## src/rtl/seg7_scan_pkg.sv

```systemverilog
// Shared types and sizing helpers for the 7-segment dynamic scanner.
package seg7_scan_pkg;

  typedef enum logic [1:0] {ST_LOAD, ST_BLANK, ST_SHOW} scan_state_t;

  // Dwell counter must hold the longer of the two phase lengths.
  function automatic int cnt_width(input int on_c, input int blank_c);
    int m;
    m = (on_c > blank_c) ? on_c : blank_c;
    return $clog2(m + 1);
  endfunction

endpackage

```

## src/rtl/seg7_dynamic_scanner.sv

```systemverilog
// Time-multiplexed 7-segment driver: snapshots a static per-digit image once
// per frame and strobes it out one digit at a time with a dark guard phase.
//
// state    | meaning
// ST_LOAD  | one cycle per frame; image and enables are captured at its end
// ST_BLANK | blank_cycles dark cycles before each digit slot
// ST_SHOW  | on_cycles cycles with digit idx lit (if enabled)
module seg7_dynamic_scanner
  import seg7_scan_pkg::*;
#(
  parameter int w_digit      = 8,
  parameter int w_seg        = 8,
  parameter int on_cycles    = 1000,
  parameter int blank_cycles = 2
) (
  input  logic                            clk,
  input  logic                            rst_n,
  input  logic [w_digit-1:0][w_seg-1:0]   hex,
  input  logic [w_digit-1:0]              digit_en,
  output logic [w_seg-1:0]                hgfedcba,
  output logic [w_digit-1:0]              digit,
  output logic                            frame_start
);

  localparam int idx_w = (w_digit > 1) ? $clog2(w_digit) : 1;
  localparam int cnt_w = cnt_width(on_cycles, blank_cycles);

  localparam logic [cnt_w-1:0] on_last    = cnt_w'(on_cycles - 1);
  localparam logic [cnt_w-1:0] blank_last = cnt_w'((blank_cycles > 0) ? blank_cycles - 1 : 0);
  localparam logic [idx_w-1:0] idx_last   = idx_w'(w_digit - 1);
  localparam scan_state_t      st_slot    = (blank_cycles > 0) ? ST_BLANK : ST_SHOW;

  if (on_cycles < 1 || w_digit < 1) begin : g_param_check
    $error("seg7_dynamic_scanner: on_cycles and w_digit must both be >= 1");
  end

  scan_state_t                     state, state_nxt;
  logic [idx_w-1:0]                idx, idx_nxt;
  logic [cnt_w-1:0]                cnt, cnt_nxt;
  logic [w_digit-1:0][w_seg-1:0]   snap_hex, snap_hex_nxt;
  logic [w_digit-1:0]              snap_en, snap_en_nxt;
  logic [w_digit-1:0]              digit_nxt;
  logic [w_seg-1:0]                seg_nxt;
  logic                            frame_start_nxt;

  always_comb begin
    state_nxt    = state;
    idx_nxt      = idx;
    cnt_nxt      = cnt + cnt_w'(1);
    snap_hex_nxt = snap_hex;
    snap_en_nxt  = snap_en;

    unique case (state)
      ST_LOAD: begin
        cnt_nxt = '0;
        idx_nxt = '0;
        // The reset cycle sits in LOAD with frame_start low; it is not a real
        // frame boundary, so repeat LOAD once to give the frame its marker.
        if (frame_start) begin
          snap_hex_nxt = hex;
          snap_en_nxt  = digit_en;
          state_nxt    = st_slot;
        end
      end
      ST_BLANK: begin
        if (cnt == blank_last) begin
          cnt_nxt   = '0;
          state_nxt = ST_SHOW;
        end
      end
      ST_SHOW: begin
        if (cnt == on_last) begin
          cnt_nxt = '0;
          if (idx == idx_last) begin
            state_nxt = ST_LOAD;
          end else begin
            idx_nxt   = idx + idx_w'(1);
            state_nxt = st_slot;
          end
        end
      end
      default: begin
        cnt_nxt   = '0;
        idx_nxt   = '0;
        state_nxt = ST_LOAD;
      end
    endcase

    // Outputs are registered decodes of the state being entered.
    digit_nxt       = '0;
    seg_nxt         = '0;
    frame_start_nxt = (state_nxt == ST_LOAD);
    if (state_nxt == ST_SHOW && snap_en_nxt[idx_nxt]) begin
      digit_nxt = w_digit'(1) << idx_nxt;
      seg_nxt   = snap_hex_nxt[idx_nxt];
    end
  end

  always_ff @(posedge clk) begin
    if (!rst_n) begin
      state       <= ST_LOAD;
      idx         <= '0;
      cnt         <= '0;
      snap_hex    <= '0;
      snap_en     <= '0;
      digit       <= '0;
      hgfedcba    <= '0;
      frame_start <= 1'b0;
    end else begin
      state       <= state_nxt;
      idx         <= idx_nxt;
      cnt         <= cnt_nxt;
      snap_hex    <= snap_hex_nxt;
      snap_en     <= snap_en_nxt;
      digit       <= digit_nxt;
      hgfedcba    <= seg_nxt;
      frame_start <= frame_start_nxt;
    end
  end

endmodule

```

## config.mk

```make
export PLATFORM = sky130hd
export DESIGN_NAME = seg7_dynamic_scanner
export DESIGN_NICKNAME = d
export VERILOG_FILES = /design/src/rtl/seg7_scan_pkg.sv /design/src/rtl/seg7_dynamic_scanner.sv
export SDC_FILE = /design/constraint.sdc
export NUM_CORES = 1
export LEC_CHECK = 0
export CAP_MARGIN = 10
export CORE_MARGIN = 3
export CORE_UTILIZATION = 55
export DETAILED_ROUTE_END_ITERATION = 7
export GPL_ROUTABILITY_DRIVEN = 0
export PLACE_DENSITY = 0.93
export REMOVE_ABC_BUFFERS = 1
export SLEW_MARGIN = 20
export SYNTH_ARGS = -nofsm -noshare
export SYNTH_HDL_FRONTEND = slang
export SYNTH_SLANG_ARGS = --single-unit
```

## constraint.sdc

```tcl
create_clock -name clk -period 6.82 [get_ports clk]
set_input_delay 1.023 -clock clk [delete_from_list [all_inputs] [get_ports clk]]
set_output_delay 1.023 -clock clk [all_outputs]
set_load 0.005 [all_outputs]
```

==> results of run 1 <==
-- path summary, 6_finish.rpt --
| path | endpoint | slack, ns | depth (start not counted) |
|---|---|---|---|
| worst min register to register | snap_hex[28] | 0.46 | 2 |
| worst max register to register | hgfedcba[2] | 3.28 | 9 |
| worst max-delay path | hgfedcba[2] | 3.20 | 8 |
| worst min-delay path | snap_hex[28] | 0.46 | 2 |
-- cell usage in the layout (no fill, tap or decap), drive strengths merged, types with 2 or more instances in the layout --
cell type      netlist  final
dfxtp              104    104
nand2               95     95
clkdlybuf4s50        0     90
a21oi               58     58
nor2                54     54
nand3               52     52
mux2i               32     32
a21o                17     17
o22ai               16     16
clkbuf              17     13
nor3                10     10
inv                  8      8
ha                   7      7
xnor2                6      6
o32ai                6      6
a31oi                5      5
nand2b               4      4
o21ai                4      4
o211ai               3      3
o21a                 3      3
nor2b                3      3
buf                 22      3
o31ai                3      3
nand4                2      2
nor3b                2      2
mux4                 2      2
nor4                 2      2
xor2                 2      2
clkinv               0      2
nor4b                2      2
a41oi                2      2
mux2                 2      2
-- state kept, by name, indices dropped and copies added (netlist names) --
name and flops:
snap_hex 64, idx 3, hgfedcba 8, snap_en 8, frame_start 1, digit 8, state 2, cnt 10
-- layout make-up --
cell class	count	area, µm²	share of cell area
Clock buffer	13	168.9	0.02934
Inverter	8	30.03	0.005215
Multi-Input combinational cell	403	2397	0.4163
Timing Repair Buffer	93	923.4	0.1604
Sequential cell	104	2082	0.3616
Tap cell	105	131.4	0.02282
Clock inverter	3	25.02	0.004346
-- per-layer routing --
layer	vias to the layer above	routed length [µm]	global-route usage
met5	-	0	0
met4	0	318	0.1008
met3	31	816	0.05786
met2	181	5756	0.3994
met1	2024	4957	0.3026
li1	2055	-	-
-- report_power, final --
| part | leakage [nW] | internal [mW] | switching, mW |
|---|---|---|---|
| Sequential | 0.847 | 0.657 | 0.0191 |
| Combinational | 1.12 | 0.139 | 0.182 |
| Clock | 0.0958 | 0.164 | 0.207 |
-- cell families after synthesis --
| logic type | count (synthesis) |
|---|---|
| AND/OR/NAND/NOR | 231 |
| AO/OA/AOI/OAI | 121 |
| flip-flops | 104 |
| buffers and inverters | 47 |
| multiplexers | 36 |
| XOR/XNOR | 8 |
| adder cells (fa/ha/maj) | 7 |
-- critical path: stages --
cell and delay (ns):
sky130_fd_sc_hd__clkdlybuf4s50_1 0.51, sky130_fd_sc_hd__inv_2 0.04, sky130_fd_sc_hd__buf_4 0.33, sky130_fd_sc_hd__nor3b_1 0.35, sky130_fd_sc_hd__nand4_1 0.63, sky130_fd_sc_hd__nor3_1 0.55
sky130_fd_sc_hd__nand2_2 0.25, sky130_fd_sc_hd__o32ai_1 0.18
==> impl_metrics.csv, run 1 <==
group,metric,value,unit
logic_synthesis,synth_largest_type_area_fraction,0.4436,
layout,area_growth,22.69,%
floorplan,dieHeight,98.38,µm
critical_path,worstSetupPathType,"input pin to flip-flop",
floorplan,die_w,98.38,µm
sta,report.final.slew_viol_count,0,
layout,utilization,0.6973,
logic_synthesis,syn-cell-area,0.004693,mm²
global_routing,grt_pass1_wl,19220,µm
clock_network,worstSkewPairLatency,0.37,ns
logic_synthesis,adder_and_majority_cell_fraction_of_the_synthesized_area,0.01866,
detailed_routing,routedWlPerCell,16.25,µm
logic_synthesis,synth-async-reset-ratio,0,
logic_synthesis,yosysTopAreaCell,"sky130_fd_sc_hd__dfxtp_1",
clock_network,clock_root_buffer,"sky130_fd_sc_hd__clkbuf_8",
logic_synthesis,synth_xor_area_frac,0.01493,
sta,totalNegativeSetupSlack,0,ns
critical_path,worstPathMaxFanout,75,
global_routing,grt_start_max_net_pins,76,
sta,whs,0.4594,ns
clock_network,numClockSinks,104,
run,max_cap_violations,0,
clock_network,ctsResizeCount,0,
layout,post_route_cells_drive_above_1_share,0.06250,
power_and_ir_drop,vdd_ir_drop_max,0.0001148,V
place,numPlacedInstances,713,
sta,timing.max_slew.rel_slack,0.3267,
logic_synthesis,synth_common_cells,"sky130_fd_sc_hd__dfxtp_1 (104), sky130_fd_sc_hd__nand2_1 (94), sky130_fd_sc_hd__a21oi_1 (56), sky130_fd_sc_hd__nor2_1 (54), sky130_fd_sc_hd__nand3_1 (52)",
sta,final_period_minus_worst_setup_slack,3.620,ns
place,io_buffers,90,
power_and_ir_drop,leakage,2.060,nW
layout,design_area,0.005758,mm²
critical_path,worst_setup_path_start_kind,"input pin",
sta,setup_repair_after_global_routing_missed_its_margin,"no",
floorplan,core.rowCount,33,
detailed_routing,count_of_vias_placed_by_the_detailed_router,4291,
critical_path,crit_path_end_kind,"flip-flop",
logic_synthesis,dominant_combinational_cell_family_by_area_after_synthesis,"simple AND/OR/NAND/NOR gates",
clock_network,quantity_of_hold_fixing_buffers_added_after_cts,0,
logic_synthesis,post_synth_mux_area_share,0.08344,
layout,final_stage_net_count,700,
logic_synthesis,post-synth-top-count-cell,"sky130_fd_sc_hd__dfxtp_1",
min_path,hold_path_class,"flip-flop to flip-flop",
logic_synthesis,synth-warning-count,0,
logic_synthesis,sequential_element_share_of_the_synthesized_area,0.4436,
global_routing,grt_pass1_vias,4186,
power_and_ir_drop,p_per_area,237.5,mW/mm²
run_status,status,"finished clean",
detailed_routing,remaining_drc_errors,0,
detailed_routing,drt_iter0_markers,257,
global_routing,grt_util_all_layers,0.2418,
clock_network,tritoncts.num_buffers,9,
place,dp_hpwl,7827,µm
layout,filler_cell_count,607,
critical_path,critical_path_data_arrival_time,3.88,ns
clock_network,cts_post_setup_buffers_inserted,0,
place,post_dp_cell_area,0.005564,mm²
logic_synthesis,yosys.area_share.simple,0.2199,
sta,setup_viol,0,
clock_network,htree_num_levels,3,
logic_synthesis,postSynth.topFlopCell,"sky130_fd_sc_hd__dfxtp_1",
logic_synthesis,avgSynthCellArea,8.472,µm²
global_routing,antenna_found_initial,0,
logic_synthesis,ff_latch_count_synth,104,
logic_synthesis,synth-compound-area-share,0.1728,
sta,hold_viol_final,0,
floorplan,boundaryPins,91,
critical_path,worst-endpoint-required,7.08,ns
min_path,hold_path_startpoint,"snap_hex[28]",
detailed_routing,routed_via_density,5.886,
clock_network,clk_transition_reported_paths,0.09,ns
detailed_routing,route.final.wire_length,11850,µm
logic_synthesis,yosys-top-cells-area,"sky130_fd_sc_hd__dfxtp_1 (44%), sky130_fd_sc_hd__nand2_1 (7.5%), sky130_fd_sc_hd__mux2i_1 (6.8%), sky130_fd_sc_hd__a21oi_1 (6.0%), sky130_fd_sc_hd__nand3_1 (5.5%)",
layout,antenna_cells_inserted,0,
logic_synthesis,yosys.cell_types.count,51,
detailed_routing,postRouteAntennaNets,0,
sta,worst_pin_slew,1.006,ns
sta,skew,0.01242,ns
place,place_ws,2.913,ns
layout,instances_no_fill,729,
critical_path,reg2reg_from,"cnt[0]",
power_and_ir_drop,p_total,1.368,mW
floorplan,core_region_area,0.008258,mm²
sta,final_cycle_share,0.5309,
detailed_routing,drtPass1Iterations,5,
floorplan,initial_utilization,0.5683,
sta,setup_ws,3.200,ns
floorplan,fp.dieArea,0.009678,mm²
critical_path,timing.critical_path.from,"rst_n",
logic_synthesis,synth_enable_flop_cells,0,
clock_network,tritoncts_clock_tree,"yes",
sta,achievable-frequency,0.2762,GHz
clock_network,clk_path_buf_depth,2,
logic_synthesis,synthCells,554,
global_routing,globalRouteOverflowTotal,0,
Power figures use the tool's default switching activity.
==> run 2: changes to the inputs <==
CORE_UTILIZATION = 47   (was 55)
PLACE_DENSITY = 0.85   (was 0.93)
clock period = 3.08 ns   (was 6.82 ns; I/O delays follow)
==> impl_metrics.csv, run 2 (same netlist as run 1, synthesis figures left out) <==
group,metric,value,unit
place,post_dp_cell_area,0.005687,mm²
layout,mostFrequentLayoutCells,"sky130_fd_sc_hd__dfxtp_1 (104), sky130_fd_sc_hd__nand2_1 (93), sky130_fd_sc_hd__clkdlybuf4s50_1 (90), sky130_fd_sc_hd__a21oi_1 (56), sky130_fd_sc_hd__nor2_1 (53)",
critical_path,critical-path-slowest-cell,"sky130_fd_sc_hd__dfxtp_1",
power_and_ir_drop,p_total,3.118,mW
floorplan,core_region_area,0.009459,mm²
critical_path,worst_setup_path_start_kind,"flip-flop",
layout,post_route_cells_drive_above_1_share,0.08057,
critical_path,worst-r2r-setup-slack,0.17,ns
layout,utilization,0.6242,
power_and_ir_drop,p_per_area,528.0,mW/mm²
clock_network,numClockSinks,104,
layout,layout_commonest_cell,"sky130_fd_sc_hd__dfxtp_1",
layout,area_growth,25.81,%
place,place_ws,0.1987,ns
sta,setup_viol,0,
power_and_ir_drop,power.switching_fraction,0.3055,
power_and_ir_drop,combPwrFrac,0.231,
sta,final_cycle_share,0.9436,
sta,timing.max_slew.rel_slack,0.5003,
detailed_routing,routedWlPerCell,15.59,µm
critical_path,worst-endpoint-required,3.36,ns
critical_path,r2r-end,"hgfedcba[1]",
critical_path,reg2reg_from,"cnt[0]",
layout,final_stage_net_count,709,
min_path,worstHoldPathCells,2,
global_routing,grt_pass1_wl,19310,µm
floorplan,initial_utilization,0.4962,
layout,filler_cell_count,793,
global_routing,grt_start_max_net_pins,75,
critical_path,worstSetupPathType,"flip-flop to flip-flop",
sta,worst_pin_slew,0.7495,ns
sta,skew,0.008765,ns
power_and_ir_drop,vdd_ir_drop_max,0.0003160,V
floorplan,boundaryPins,91,
clock_network,clock_root_buffer,"sky130_fd_sc_hd__clkbuf_8",
global_routing,antenna_found_initial,0,
critical_path,crit_path_end_kind,"flip-flop",
floorplan,dieHeight,105.9,µm
detailed_routing,routed_via_density,5.639,
place,io_buffers,90,
run,max_cap_violations,0,
detailed_routing,remaining_drc_errors,0,
detailed_routing,count_of_vias_placed_by_the_detailed_router,4297,
layout,multi_input_comb_area,0.002402,mm²
critical_path,worstPathMaxFanout,12,
layout,regMostFlops,"snap_hex",
floorplan,core.rowCount,35,
critical_path,worstRegToRegCells,11,
clock_network,tritoncts.num_buffers,9,
detailed_routing,drt_iter0_markers,271,
power_and_ir_drop,power_frac_clock,0.289,
layout,antenna_cells_inserted,0,
clock_network,htree_num_levels,3,
power_and_ir_drop,power.share.sequential,0.480,
sta,final_period_minus_worst_setup_slack,2.906,ns
detailed_routing,route.final.wire_length,11880,µm
sta,setup_ws,0.1738,ns
detailed_routing,drtPass1Iterations,5,
clock_network,clk_transition_reported_paths,0.11,ns
detailed_routing,postRouteAntennaNets,0,
floorplan,die_w,105.9,µm
power_and_ir_drop,leakage,2.120,nW
sta,hold_viol_final,0,
sta,setup_repair_after_global_routing_missed_its_margin,"no",
clock_network,tritoncts_clock_tree,"yes",
critical_path,timing.critical_path.from,"cnt[0]",
global_routing,grt_util_all_layers,0.2082,
run_status,status,"finished clean",
clock_network,clk_path_buf_depth,2,
layout,biggestRegsByFlops,"snap_hex: 64 flops, cnt: 10 flops",
clock_network,worstSkewPairLatency,0.38,ns
critical_path,worstSetupPathDepth,11,
sta,report.final.slew_viol_count,0,
power_and_ir_drop,power.internal,2.165,mW
critical_path,critical_path.cell_chain,"ha_1 -> nand4_1 -> nor2_2 -> mux2_4 -> a21oi_4 -> buf_4 -> nand3_1 -> o211ai_1 -> a41oi_2 -> buf_4 -> o32ai_1",
sta,achievable-frequency,0.3441,GHz
min_path,hold_path_class,"flip-flop to flip-flop",
place,dp_hpwl,8379,µm
layout,largest_reg_flops,64,
critical_path,slowest_cell_delay_on_critical_path,0.41,ns
min_path,worst_hold_path.endpoint,"snap_en[5]",
global_routing,grt_pass1_vias,4089,
critical_path,critical_path.top_delay_family,"compound AO/OA/AOI/OAI gates",
global_routing,globalRouteOverflowTotal,0,
sta,totalNegativeSetupSlack,0,ns
layout,design_area,0.005904,mm²
critical_path,critPathBufInv,2,
floorplan,fp.dieArea,0.01122,mm²
clock_network,quantity_of_hold_fixing_buffers_added_after_cts,0,
layout,ff_latch_area,0.002082,mm²
critical_path,critical_path.most_common_cell,"sky130_fd_sc_hd__buf_4",
min_path,hold_path_startpoint,"snap_en[5]",
critical_path,critical_path_data_arrival_time,3.19,ns
power_and_ir_drop,total_switching_power,0.9524,mW
==> run 2: cell types whose count changed in the layout (fill, tap and decap cells not counted), moves of 2 or more <==
cell / change
sky130_fd_sc_hd__inv_6: +2
sky130_fd_sc_hd__buf_12: +2
sky130_fd_sc_hd__clkbuf_8: -3
sky130_fd_sc_hd__buf_4: +7
==> run 2: layout make-up <==
type,instances,area share
Timing Repair Buffer,102,0.1721
Clock buffer,9,0.02098
Clock inverter,7,0.01505
Multi-Input combinational cell,403,0.4069
Tap cell,129,0.02734
Inverter,8,0.005086
Sequential cell,104,0.3526
==> run 2: power groups by stage <==
stage | registers (mW) | logic [mW] | clock network, mW
after floorplan | 1.51 | 0.494 | 0
after global placement | 1.52 | 0.691 | 0
after detailed placement | 1.53 | 0.709 | 0
after CTS | 1.49 | 0.718 | 0.908
after global routing | 1.51 | 0.793 | 0.970
final | 1.50 | 0.721 | 0.901
==> run 2: worst reg2reg max path: stages, from the launching register on <==
cell,delay [ns]
sky130_fd_sc_hd__dfxtp_1,0.41
sky130_fd_sc_hd__ha_1,0.26
sky130_fd_sc_hd__nand4_1,0.25
sky130_fd_sc_hd__nor2_2,0.18
sky130_fd_sc_hd__mux2_4,0.34
sky130_fd_sc_hd__a21oi_4,0.22
sky130_fd_sc_hd__buf_4,0.23
sky130_fd_sc_hd__nand3_1,0.11
sky130_fd_sc_hd__o211ai_1,0.16
sky130_fd_sc_hd__a41oi_2,0.16
sky130_fd_sc_hd__buf_4,0.22
sky130_fd_sc_hd__o32ai_1,0.29
==> run 2: what timing repair did <==
item,4_1_cts,5_1_grt
endpoints found under the setup margin,0,2
gates resized for setup,0,2
buffers inserted,0,0
==> run 2: metrics by stage <==
step	cells	hold WS (ns)
4_1_cts	762	0.4601
3_3_place_gp	746	0.4411
2_1_floorplan	515	0.4331
6_report	762	0.4622
5_1_grt	762	0.4738
3_5_place_dp	746	0.4452
==> run 2: how the worst max path moves through the flow <==
stage / to / slack [ns]
finish: hgfedcba[1] / 0.17
global route: hgfedcba[1] / 0.002
CTS: hgfedcba[1] / 0.17
detailed placement: hgfedcba[1] / 0.20
global placement: hgfedcba[1] / 0.41
floorplan: hgfedcba[1] / -1.13
==> run 2: routing by layer <==
layer / up-vias / routed length, µm / GRT usage
li1: 2073 / - / -
met1: 2017 / 5052 / 0.2618
met2: 186 / 5803 / 0.3556
met3: 21 / 852 / 0.05343
met4: 0 / 172 / 0.05550
met5: - / 0 / 0
==> run 3: changes to the inputs <==
CORE_UTILIZATION = 40   (was 47)
PLACE_DENSITY = 0.76   (was 0.85)
==> impl_metrics.csv, run 3 (same netlist as run 1, synthesis figures left out) <==
group,metric,value,unit
sta,setup_repair_after_global_routing_missed_its_margin,"no",
layout,post_route_cells_drive_above_1_share,0.08031,
layout,antenna_cells_inserted,0,
global_routing,grt_pass1_vias,4055,
run_status,status,"finished clean",
critical_path,critical-path-slowest-cell,"sky130_fd_sc_hd__dfxtp_1",
critical_path,critical_path.top_delay_family,"compound AO/OA/AOI/OAI gates",
global_routing,grt_util_all_layers,0.1856,
clock_network,tritoncts.num_buffers,9,
floorplan,initial_utilization,0.4200,
power_and_ir_drop,leakage,2.164,nW
sta,final_period_minus_worst_setup_slack,2.893,ns
layout,largest_reg_flops,64,
detailed_routing,drtPass1Iterations,5,
floorplan,fp.dieArea,0.01307,mm²
floorplan,core.rowCount,38,
critical_path,slowest_cell_delay_on_critical_path,0.40,ns
floorplan,die_w,114.3,µm
clock_network,numClockSinks,104,
layout,area_growth,28.42,%
sta,worst_pin_slew,0.7599,ns
detailed_routing,route.final.wire_length,12090,µm
layout,final_stage_net_count,711,
clock_network,clock_root_buffer,"sky130_fd_sc_hd__clkbuf_16",
critical_path,critical_path_data_arrival_time,3.14,ns
layout,regMostFlops,"snap_hex",
critical_path,critical_path.cell_chain,"ha_1 -> nand4_1 -> nor2_1 -> mux2_4 -> a21oi_4 -> buf_4 -> a21boi_2 -> a2bb2oi_2 -> a41oi_2 -> buf_4 -> o32ai_1",
floorplan,dieHeight,114.3,µm
global_routing,antenna_found_initial,0,
sta,skew,0.007119,ns
power_and_ir_drop,p_per_area,559.3,mW/mm²
layout,design_area,0.006027,mm²
clock_network,tritoncts_clock_tree,"yes",
sta,setup_ws,0.1871,ns
critical_path,worstSetupPathType,"flip-flop to flip-flop",
critical_path,crit_path_end_kind,"flip-flop",
sta,report.final.slew_viol_count,0,
sta,final_cycle_share,0.9393,
clock_network,htree_num_levels,3,
critical_path,worst-endpoint-required,3.33,ns
clock_network,clk_transition_reported_paths,0.07,ns
min_path,hold_path_class,"flip-flop to flip-flop",
floorplan,boundaryPins,91,
critical_path,critPathBufInv,2,
detailed_routing,drt_iter0_markers,326,
layout,mostFrequentLayoutCells,"sky130_fd_sc_hd__dfxtp_1 (104), sky130_fd_sc_hd__nand2_1 (93), sky130_fd_sc_hd__clkdlybuf4s50_1 (90), sky130_fd_sc_hd__a21oi_1 (56), sky130_fd_sc_hd__nor2_1 (54)",
global_routing,grt_pass1_wl,19450,µm
detailed_routing,routedWlPerCell,15.60,µm
sta,totalNegativeSetupSlack,0,ns
clock_network,worstSkewPairLatency,0.34,ns
place,io_buffers,90,
sta,achievable-frequency,0.3457,GHz
power_and_ir_drop,vdd_ir_drop_max,0.0003017,V
run,max_cap_violations,0,
power_and_ir_drop,p_total,3.371,mW
place,place_ws,0.1714,ns
detailed_routing,postRouteAntennaNets,0,
layout,layout_commonest_cell,"sky130_fd_sc_hd__dfxtp_1",
place,dp_hpwl,8650,µm
layout,multi_input_comb_area,0.002397,mm²
floorplan,core_region_area,0.01117,mm²
detailed_routing,count_of_vias_placed_by_the_detailed_router,4254,
layout,utilization,0.5394,
critical_path,worst_setup_path_start_kind,"flip-flop",
clock_network,clk_path_buf_depth,2,
global_routing,grt_start_max_net_pins,75,
sta,hold_viol_final,0,
detailed_routing,remaining_drc_errors,0,
layout,filler_cell_count,979,
detailed_routing,routed_via_density,5.489,
sta,timing.max_slew.rel_slack,0.4934,
place,post_dp_cell_area,0.005708,mm²
critical_path,worstPathMaxFanout,12,
sta,setup_viol,0,
critical_path,critical_path.most_common_cell,"sky130_fd_sc_hd__buf_4",
layout,ff_latch_area,0.002082,mm²
layout,biggestRegsByFlops,"snap_hex: 64 flops, cnt: 10 flops",
global_routing,globalRouteOverflowTotal,0,
[run 3: changes by cell type in the layout (fill, tap and decap cells not counted), sizes merged]
cell / previous run / this run
buf: 12 / 14
clkbuf: 9 / 10
clkinv: 3 / 1
clkinvlp: 0 / 4
inv: 11 / 8
[run 3: power by group]
group / switching, mW / internal [mW]
Clock: 0.504 / 0.653
Sequential: 0.0398 / 1.46
Combinational: 0.399 / 0.320
[run 3: layout make-up]
cell class              count  share of cell area
clock inverters             6             0.01142
clock buffers              10             0.03965
flip-flops and latches    104              0.3454
inverters                   8            0.004982
repair buffers            104              0.1717
well taps                 140             0.02906
multi-input cells         403              0.3978
[run 3: worst min-delay path, stage by stage (launching register included)]
cell and delay, ns:
sky130_fd_sc_hd__dfxtp_1 0.31, sky130_fd_sc_hd__nand2_1 0.05, sky130_fd_sc_hd__a21oi_1 0.05
[run 3: timing repair]
item                                    CTS  global route
resized for setup                         0             1
buffers inserted                          0             1
hold buffers                              0             0
endpoints found under the setup margin    0             7
[run 3: per-layer routing]
| metal | global-route usage | vias up | routed length [µm] |
|---|---|---|---|
| met1 | 0.2425 | 2014 | 5422 |
| met5 | 0 | - | 0 |
| met4 | 0.06730 | 0 | 244 |
| met2 | 0.3048 | 141 | 5732 |
| met3 | 0.03647 | 20 | 687 |
| li1 | - | 2079 | - |
[run 3: stage by stage]
step                      hold WS [ns]  cells
after global routing            0.4754    775
final                           0.4558    775
after global placement          0.4390    758
after detailed placement        0.4468    758
after CTS                       0.4564    774
after floorplan                 0.4331    515
[run 3: worst paths after layout]
path	start	to	slack [ns]	cells past startpoint
hold reg to reg	snap_en[7]	snap_en[7]	0.46	2
setup reg to reg	cnt[0]	hgfedcba[1]	0.19	11
setup / recovery	cnt[0]	hgfedcba[1]	0.19	11
hold / removal	snap_en[7]	snap_en[7]	0.46	2
